## config.mk

```make
export PLATFORM = sky130hd
export DESIGN_NAME = load_store_unit
export DESIGN_NICKNAME = d
export VERILOG_FILES = /design/src/rtl/lsu_pkg.sv /design/src/rtl/load_store_unit_lane_align.sv /design/src/rtl/load_store_unit.sv
export SDC_FILE = /design/constraint.sdc
export NUM_CORES = 1
export LEC_CHECK = 0
export BUFFER_PORTS_ARGS = -buffer_cell sky130_fd_sc_hd__buf_2
export CAP_MARGIN = 10
export CORE_MARGIN = 10
export CORE_UTILIZATION = 45
export DETAILED_ROUTE_END_ITERATION = 12
export PLACE_DENSITY = 0.75
export REMOVE_ABC_BUFFERS = 1
export SYNTH_ARGS = -nofsm -noshare
export SYNTH_HDL_FRONTEND = slang
export SYNTH_SLANG_ARGS = --single-unit
```

## constraint.sdc

```tcl
create_clock -name clk -period 3.7 [get_ports clk]
set_input_delay 0.185 -clock clk [delete_from_list [all_inputs] [get_ports clk]]
set_output_delay 0.185 -clock clk [all_outputs]
set_load 0.05 [all_outputs]
```

## src/rtl/lsu_pkg.sv

```systemverilog
// Shared types and helpers for the load/store unit: FSM state encoding,
// RISC-V funct3 constants, and the lane extract/merge functions used by the
// lane aligner.
package lsu_pkg;

    typedef enum logic [2:0] {
        ST_IDLE   = 3'd0,
        ST_LOAD   = 3'd1,
        ST_RMW_RD = 3'd2,
        ST_WRITE  = 3'd3,
        ST_RESP   = 3'd4
    } lsu_state_e;

    localparam logic [2:0] F3_B  = 3'b000;
    localparam logic [2:0] F3_H  = 3'b001;
    localparam logic [2:0] F3_W  = 3'b010;
    localparam logic [2:0] F3_BU = 3'b100;
    localparam logic [2:0] F3_HU = 3'b101;

    // Pull the addressed byte/half/word out of a memory word and extend it.
    function automatic logic [31:0] lane_extract(
        input logic [2:0]  f3,
        input logic [1:0]  lo,
        input logic [31:0] word
    );
        logic [7:0]  b;
        logic [15:0] h;
        logic [31:0] r;
        case (lo)
            2'd0:    b = word[7:0];
            2'd1:    b = word[15:8];
            2'd2:    b = word[23:16];
            2'd3:    b = word[31:24];
            default: b = 8'd0;
        endcase
        if (lo[1]) begin
            h = word[31:16];
        end else begin
            h = word[15:0];
        end
        case (f3)
            F3_B:    r = {{24{b[7]}}, b};
            F3_BU:   r = {24'd0, b};
            F3_H:    r = {{16{h[15]}}, h};
            F3_HU:   r = {16'd0, h};
            F3_W:    r = word;
            default: r = 32'd0;
        endcase
        return r;
    endfunction

    // Overlay the low byte/half of the store data onto the addressed lane.
    function automatic logic [31:0] lane_merge(
        input logic [2:0]  f3,
        input logic [1:0]  lo,
        input logic [31:0] word,
        input logic [31:0] wdata
    );
        logic [31:0] r;
        case (f3)
            F3_B: begin
                case (lo)
                    2'd0:    r = {word[31:8], wdata[7:0]};
                    2'd1:    r = {word[31:16], wdata[7:0], word[7:0]};
                    2'd2:    r = {word[31:24], wdata[7:0], word[15:0]};
                    2'd3:    r = {wdata[7:0], word[23:0]};
                    default: r = word;
                endcase
            end
            F3_H: begin
                if (lo[1]) begin
                    r = {wdata[15:0], word[15:0]};
                end else begin
                    r = {word[31:16], wdata[15:0]};
                end
            end
            F3_W:    r = wdata;
            default: r = word;
        endcase
        return r;
    endfunction

endpackage

```

## src/rtl/load_store_unit_lane_align.sv

```systemverilog
// Combinational lane aligner: extended load data and read-modify-write merge
// word, both derived from the latched funct3 and byte offset.
module lsu_lane_align
    import lsu_pkg::*;
(
    input  logic [2:0]  funct3,
    input  logic [1:0]  addr_lo,
    input  logic [31:0] rdata,
    input  logic [31:0] wdata,
    output logic [31:0] load_data,
    output logic [31:0] merge_data
);

    // Lane extraction for loads and lane insertion for sub-word stores.
    always_comb begin
        load_data  = lane_extract(funct3, addr_lo, rdata);
        merge_data = lane_merge(funct3, addr_lo, rdata, wdata);
    end

endmodule

```

## src/rtl/load_store_unit.sv

```systemverilog
// Load/store unit between the core memory stage and a word-addressed data
// memory. Byte/half/word accesses, read-modify-write for SB/SH, sign/zero
// extension for sub-word loads.
// Build option: LSU_MISALIGN_TRAP_EN -- when defined, misaligned half/word
// accesses report rsp_err; otherwise the offending low address bits are
// dropped and the access proceeds.
module load_store_unit
    import lsu_pkg::*;
#(
    parameter int DEPTH_WORDS = 512,
    parameter int IDX_W       = $clog2(DEPTH_WORDS)
) (
    input  logic             clk,
    input  logic             reset,
    input  logic             req_valid,
    output logic             req_ready,
    input  logic             req_store,
    input  logic [2:0]       req_funct3,
    input  logic [31:0]      req_addr,
    input  logic [31:0]      req_wdata,
    output logic             rsp_valid,
    output logic             rsp_err,
    output logic [31:0]      rsp_rdata,
    output logic             mem_cs,
    output logic             mem_re,
    output logic             mem_we,
    output logic [IDX_W-1:0] mem_addr,
    output logic [31:0]      mem_wdata,
    input  logic [31:0]      mem_rdata
);

    lsu_state_e       state_q, state_d;
    logic [1:0]       addr_lo_q, addr_lo_d;
    logic [2:0]       funct3_q, funct3_d;
    logic [31:0]      wdata_q, wdata_d;
    logic             rsp_valid_q, rsp_valid_d;
    logic             rsp_err_q, rsp_err_d;
    logic [31:0]      rsp_rdata_q, rsp_rdata_d;
    logic             mem_re_q, mem_re_d;
    logic             mem_we_q, mem_we_d;
    logic [IDX_W-1:0] mem_addr_q, mem_addr_d;
    logic [31:0]      mem_wdata_q, mem_wdata_d;

    logic             accept_s;
    logic             oor_s;
    logic             f3_ok_s;
    logic             misalign_s;
    logic             err_s;
    logic [1:0]       eff_lo_s;
    logic [31:0]      load_data_s;
    logic [31:0]      merge_data_s;

    lsu_lane_align u_align (
        .funct3     (funct3_q),
        .addr_lo    (addr_lo_q),
        .rdata      (mem_rdata),
        .wdata      (wdata_q),
        .load_data  (load_data_s),
        .merge_data (merge_data_s)
    );

    // Request decode: acceptance, error classification and effective lane offset.
    always_comb begin
        accept_s = req_valid && (state_q == ST_IDLE);
        oor_s    = (req_addr >> (IDX_W + 2)) != 32'd0;
        if (req_store) begin
            f3_ok_s = (req_funct3 == F3_B) || (req_funct3 == F3_H) ||
                      (req_funct3 == F3_W);
        end else begin
            f3_ok_s = (req_funct3 == F3_B)  || (req_funct3 == F3_H)  ||
                      (req_funct3 == F3_W)  || (req_funct3 == F3_BU) ||
                      (req_funct3 == F3_HU);
        end
`ifdef LSU_MISALIGN_TRAP_EN
        misalign_s = ((req_funct3[1:0] == 2'b01) && req_addr[0]) ||
                     ((req_funct3[1:0] == 2'b10) && (req_addr[1:0] != 2'b00));
`else
        misalign_s = 1'b0;
`endif
        err_s = oor_s || !f3_ok_s || misalign_s;
        // Halfwords keep only addr[1]; words always use lane 0.
        case (req_funct3[1:0])
            2'b01:   eff_lo_s = {req_addr[1], 1'b0};
            2'b10:   eff_lo_s = 2'b00;
            default: eff_lo_s = req_addr[1:0];
        endcase
    end

    // FSM state register.
    always_ff @(posedge clk) begin
        if (reset) begin
            state_q <= ST_IDLE;
        end else begin
            state_q <= state_d;
        end
    end

    // FSM next-state logic.
    always_comb begin
        state_d = state_q;
        case (state_q)
            ST_IDLE: begin
                if (accept_s) begin
                    if (err_s) begin
                        state_d = ST_RESP;
                    end else if (!req_store) begin
                        state_d = ST_LOAD;
                    end else if (req_funct3 == F3_W) begin
                        state_d = ST_WRITE;
                    end else begin
                        state_d = ST_RMW_RD;
                    end
                end else begin
                    state_d = ST_IDLE;
                end
            end
            ST_LOAD:   state_d = ST_RESP;
            ST_RMW_RD: state_d = ST_WRITE;
            ST_WRITE:  state_d = ST_RESP;
            ST_RESP:   state_d = ST_IDLE;
            default:   state_d = ST_IDLE;
        endcase
    end

    // Output/datapath next values; strobes are registered so they line up
    // with the state they belong to.
    always_comb begin
        addr_lo_d   = addr_lo_q;
        funct3_d    = funct3_q;
        wdata_d     = wdata_q;
        mem_addr_d  = mem_addr_q;
        mem_wdata_d = mem_wdata_q;
        rsp_valid_d = (state_d == ST_RESP);
        rsp_err_d   = 1'b0;
        rsp_rdata_d = 32'd0;
        mem_re_d    = (state_d == ST_LOAD) || (state_d == ST_RMW_RD);
        mem_we_d    = (state_d == ST_WRITE);
        case (state_q)
            ST_IDLE: begin
                if (accept_s) begin
                    addr_lo_d = eff_lo_s;
                    funct3_d  = req_funct3;
                    wdata_d   = req_wdata;
                    rsp_err_d = err_s;
                    if (!err_s) begin
                        mem_addr_d = req_addr[IDX_W+1:2];
                        if (req_store && (req_funct3 == F3_W)) begin
                            mem_wdata_d = req_wdata;
                        end else begin
                            mem_wdata_d = mem_wdata_q;
                        end
                    end else begin
                        mem_addr_d = mem_addr_q;
                    end
                end else begin
                    addr_lo_d = addr_lo_q;
                end
            end
            ST_LOAD:   rsp_rdata_d = load_data_s;
            ST_RMW_RD: mem_wdata_d = merge_data_s;
            default:   rsp_rdata_d = 32'd0;
        endcase
    end

    // Datapath and output registers.
    always_ff @(posedge clk) begin
        if (reset) begin
            addr_lo_q   <= 2'd0;
            funct3_q    <= 3'd0;
            wdata_q     <= 32'd0;
            rsp_valid_q <= 1'b0;
            rsp_err_q   <= 1'b0;
            rsp_rdata_q <= 32'd0;
            mem_re_q    <= 1'b0;
            mem_we_q    <= 1'b0;
            mem_addr_q  <= '0;
            mem_wdata_q <= 32'd0;
        end else begin
            addr_lo_q   <= addr_lo_d;
            funct3_q    <= funct3_d;
            wdata_q     <= wdata_d;
            rsp_valid_q <= rsp_valid_d;
            rsp_err_q   <= rsp_err_d;
            rsp_rdata_q <= rsp_rdata_d;
            mem_re_q    <= mem_re_d;
            mem_we_q    <= mem_we_d;
            mem_addr_q  <= mem_addr_d;
            mem_wdata_q <= mem_wdata_d;
        end
    end

    // Chip select also rides on reset so the memory clears on the reset edge.
    always_comb begin
        req_ready = (state_q == ST_IDLE);
        rsp_valid = rsp_valid_q;
        rsp_err   = rsp_err_q;
        rsp_rdata = rsp_rdata_q;
        mem_re    = mem_re_q;
        mem_we    = mem_we_q;
        mem_cs    = reset || mem_re_q || mem_we_q;
        mem_addr  = mem_addr_q;
        mem_wdata = mem_wdata_q;
    end

endmodule

```

==> impl_metrics.yaml <==
status:
  outcome: "complete, no violations"
power_and_ir_drop:
  p_leak_nw: 3.162
  irDropWorstVdd_v: 0.0002607
  p_per_area_mw_per_mm2: 480.2
finish:
  layout.nets: 920
  finish.utilization: 0.5925
  drive_gt1_frac: 0.2978
  regArea_mm2: 0.002342
  fin_cells: 973
  antenna_cells: 0
  multi_input_area_mm2: 0.002848
  final_area_mm2: 0.007058
  fill_cells: 1062
  area_delta_synth_final_pct: 30.07
timing:
  setup_violations: 0
  final_max_slew_viol_count: 0
  finalCriticalPeriod_ns: 2.446
  max_slew.worst_pin.slew_ns: 1.197
  min_period_over_period: 0.6611
  slew_headroom: 0.2018
  max_freq_mhz: 408.8
  finalHoldViolCount: 0
  fin_skew_ns: 0.007075
  worst_slack_ns: 1.254
  rsz0062_at_grt: "no"
hold_path:
  worstHoldPathType: "primary input to flop"
  holdPathStages: 3
  hold_end: "mem_addr[0]"
  min_from: "req_addr[2]"
synth:
  synth.distinct_cells: 50
  ys_top_cells_by_count: "nand2_1, dfxtp_1, a21oi_1, clkbuf_1, nor2_1"
  yosysSeqAreaShare: 0.4316
  yosysTopAreaCell: "dfxtp_1"
  synthFlopType: "dfxtp_1"
  synth_mux_area_frac: 0.06571
  synth.top_cell.area_share: 0.4316
  ys_top_cells_by_area: "dfxtp_1, nand2_1, a21oi_1"
  synthArstFlopShare: 0
  synth_edf_count: 0
  synth-xor-area-share: 0
  synth_adder_area_share: 0.006917
  netlist_area_mm2: 0.005426
  synth_top_family_by_area: "compound AO/OA/AOI/OAI gates"
  synth_compound_area_frac: 0.2499
  yosysWarnings: 0
  yosys.area_share.simple: 0.2006
  ys_seq_elements: 117
  synth_cells: 647
  synthMostInstantiatedCell: "nand2_1"
  syn_avg_cell_area_um2: 8.387
detailed_routing:
  wl_per_cell_um: 20.67
  first_iter_violations: 673
  vias_per_cell: 5.956
  drc: 0
  detail_route.wirelength_um: 20110
  vias: 5795
  drtPass1Iterations: 6
  ant_nets: 0
global_routing:
  grt_start_max_net_pins: 87
  grt_pass1_wl_um: 31280
  grt-ovfl-total: 0
  antenna_found_initial: 2
  grt_usage: 0.2354
  grt_pass1_vias: 5771
worst_setup_path:
  ff2ff_setup_slack_ns: 1.25
  critPathArrivalTime_ns: 2.70
  cp_top_family: "flip-flops"
  rr_endpoint: "mem_wdata[1]"
  r2r_start: "funct3_q[0]"
  critPathMaxFanout: 24
  required_ns: 3.95
  end_kind: "flop"
  start_kind: "flop"
  critPathKind: "flop to flop"
  crit_chain: "nand2b_1, a21o_1, nand2_1, a211oi_1, a311oi_1"
  critPathMaxStageDelay_ns: 0.88
  path_buf_inv: 0
  r2r_cells: 5
  cp_slowest_cell: "dfxtp_1"
placed_design:
  place_inst: 940
  placed_area_mm2: 0.006419
  place.gp.congestion: 0.9300
  io_buffers: 181
  post-dp-hpwl_um: 14440
  pre_cts_ws_ns: 1.129
floorplan:
  start_util: 0.4556
  ioPinCount: 182
  coreArea_mm2: 0.01191
  rows: 40
  die_h_um: 129.8
  die-area_mm2: 0.01685
  die_w_um: 129.8
clock_tree:
  clk_latency_ns: 0.41
  cts-htree-levels: 4
  clock_path_buffers: 2
  cts_tree: "built"
  clk_pin_slew_worst_paths_ns: 0.05
  post-cts-setup-buffer-count: 0
  cts.sinks: 117
  cts_buffers: 17
  cts-root-buf: "clkbuf_16"
flow_run:
  max-cap-violations: 0
==> metrics by stage <==
step / power (W) / hold WS, ns / setup TNS (ns)
floorplan: 0.001506 / 0.2541 / -67.80
global placement: 0.001670 / 0.4119 / 0
detailed placement: 0.001681 / 0.4382 / 0
CTS: 0.003396 / 0.008143 / 0
global route: 0.003497 / 0.02664 / 0
finish: 0.003389 / 0.01830 / 0
==> tightest hold or removal path: stages <==
cell and delay (ns):
buf_2 0.07, mux2i_1 0.05, nor2_1 0.08
==> worst max path at each step <==
| stage | startpoint | to | slack [ns] | depth (start not counted) |
|---|---|---|---|---|
| finish | funct3_q[0] | mem_wdata[1] | 1.25 | 5 |
| global route | funct3_q[0] | mem_wdata[3] | 1.05 | 5 |
| CTS | funct3_q[0] | mem_wdata[29] | 1.31 | 6 |
| detailed placement | req_addr[14] | mem_addr[5] | 1.13 | 6 |
| global placement | req_addr[14] | state_q[1] | 1.23 | 6 |
| floorplan | state_q[2] | state_q[1] | -1.83 | 4 |
==> registers in the layout (all words and copies together) (netlist names) <==
| name | count |
|---|---|
| funct3_q | 3 |
| mem_wdata | 32 |
| rsp_valid | 1 |
| mem_re | 1 |
| mem_addr | 9 |
| rsp_rdata | 32 |
| rsp_err | 1 |
| wdata_q | 32 |
| mem_we | 1 |
| addr_lo_q | 2 |
| state_q | 3 |
==> per-layer routing <==
layer,routed length (um),GRT usage,vias to the layer above
met1,7991,0.2844,2685
met3,2236,0.08560,55
met2,9255,0.3638,355
li1,-,-,2696
met4,609,0.1151,4
met5,21,0,-
==> cell families (layout without fill, tap and decap cells) <==
logic type                 count (synthesis)  in the layout
AOI/OAI and AO/OA                        194            194
adders and majority gates                  3              3
buffers and inverters                     56            235
DFF                                      117            117
muxes                                     30             30
and+or+nand+nor                          247            247
==> final cells by class <==
cell class	instances	share of cell area
multi-input cells	474	0.4035
inverters	5	0.002659
repair buffers	199	0.1482
well taps	147	0.02606
clock buffers	23	0.07055
flip-flops and latches	117	0.3319
clock inverters	8	0.01720
==> what timing repair did <==
| action | in CTS | in global routing |
|---|---|---|
| setup endpoints to repair | 0 | 0 |
| hold buffers | 2 | 0 |
| gates resized for setup | 0 | 0 |
| endpoints found under the hold margin | 2 | 0 |
==> layout by cell type, fill, tap and decap left out, drive strengths merged, types with 2 or more instances in the layout <==
master       instances
a221o                6
mux2i               21
nand3                7
mux2                 5
o211ai               2
o21bai               2
a21o                 6
nor3                 8
a311oi              22
clkinv               4
nand4                4
o22ai                4
o21ai                4
a21oi               80
and3                13
nor2b                5
dlygate4sd3          2
buf                197
or3                  2
a221oi              25
nor4                 6
a22oi                8
nand2              153
mux4                 4
a211oi              10
clkbuf              23
a222oi               5
a32o                 2
a2bb2oi              4
o21a                11
nand2b               8
nor2                34
bufinv               3
ha                   3
dfxtp              117
inv                  5
==> where the power goes <==
part / switching, W / total (W) / internal, W / leakage [nW]
Combinational: 0.000217 / 0.000344 / 0.000127 / 1.91
Sequential: 0.0000339 / 0.00132 / 0.00129 / 0.949
Clock: 0.000581 / 0.00172 / 0.00114 / 0.305
Total: 0.000832 / 0.00339 / 0.00256 / 3.16
Power figures use the tool's default switching activity.
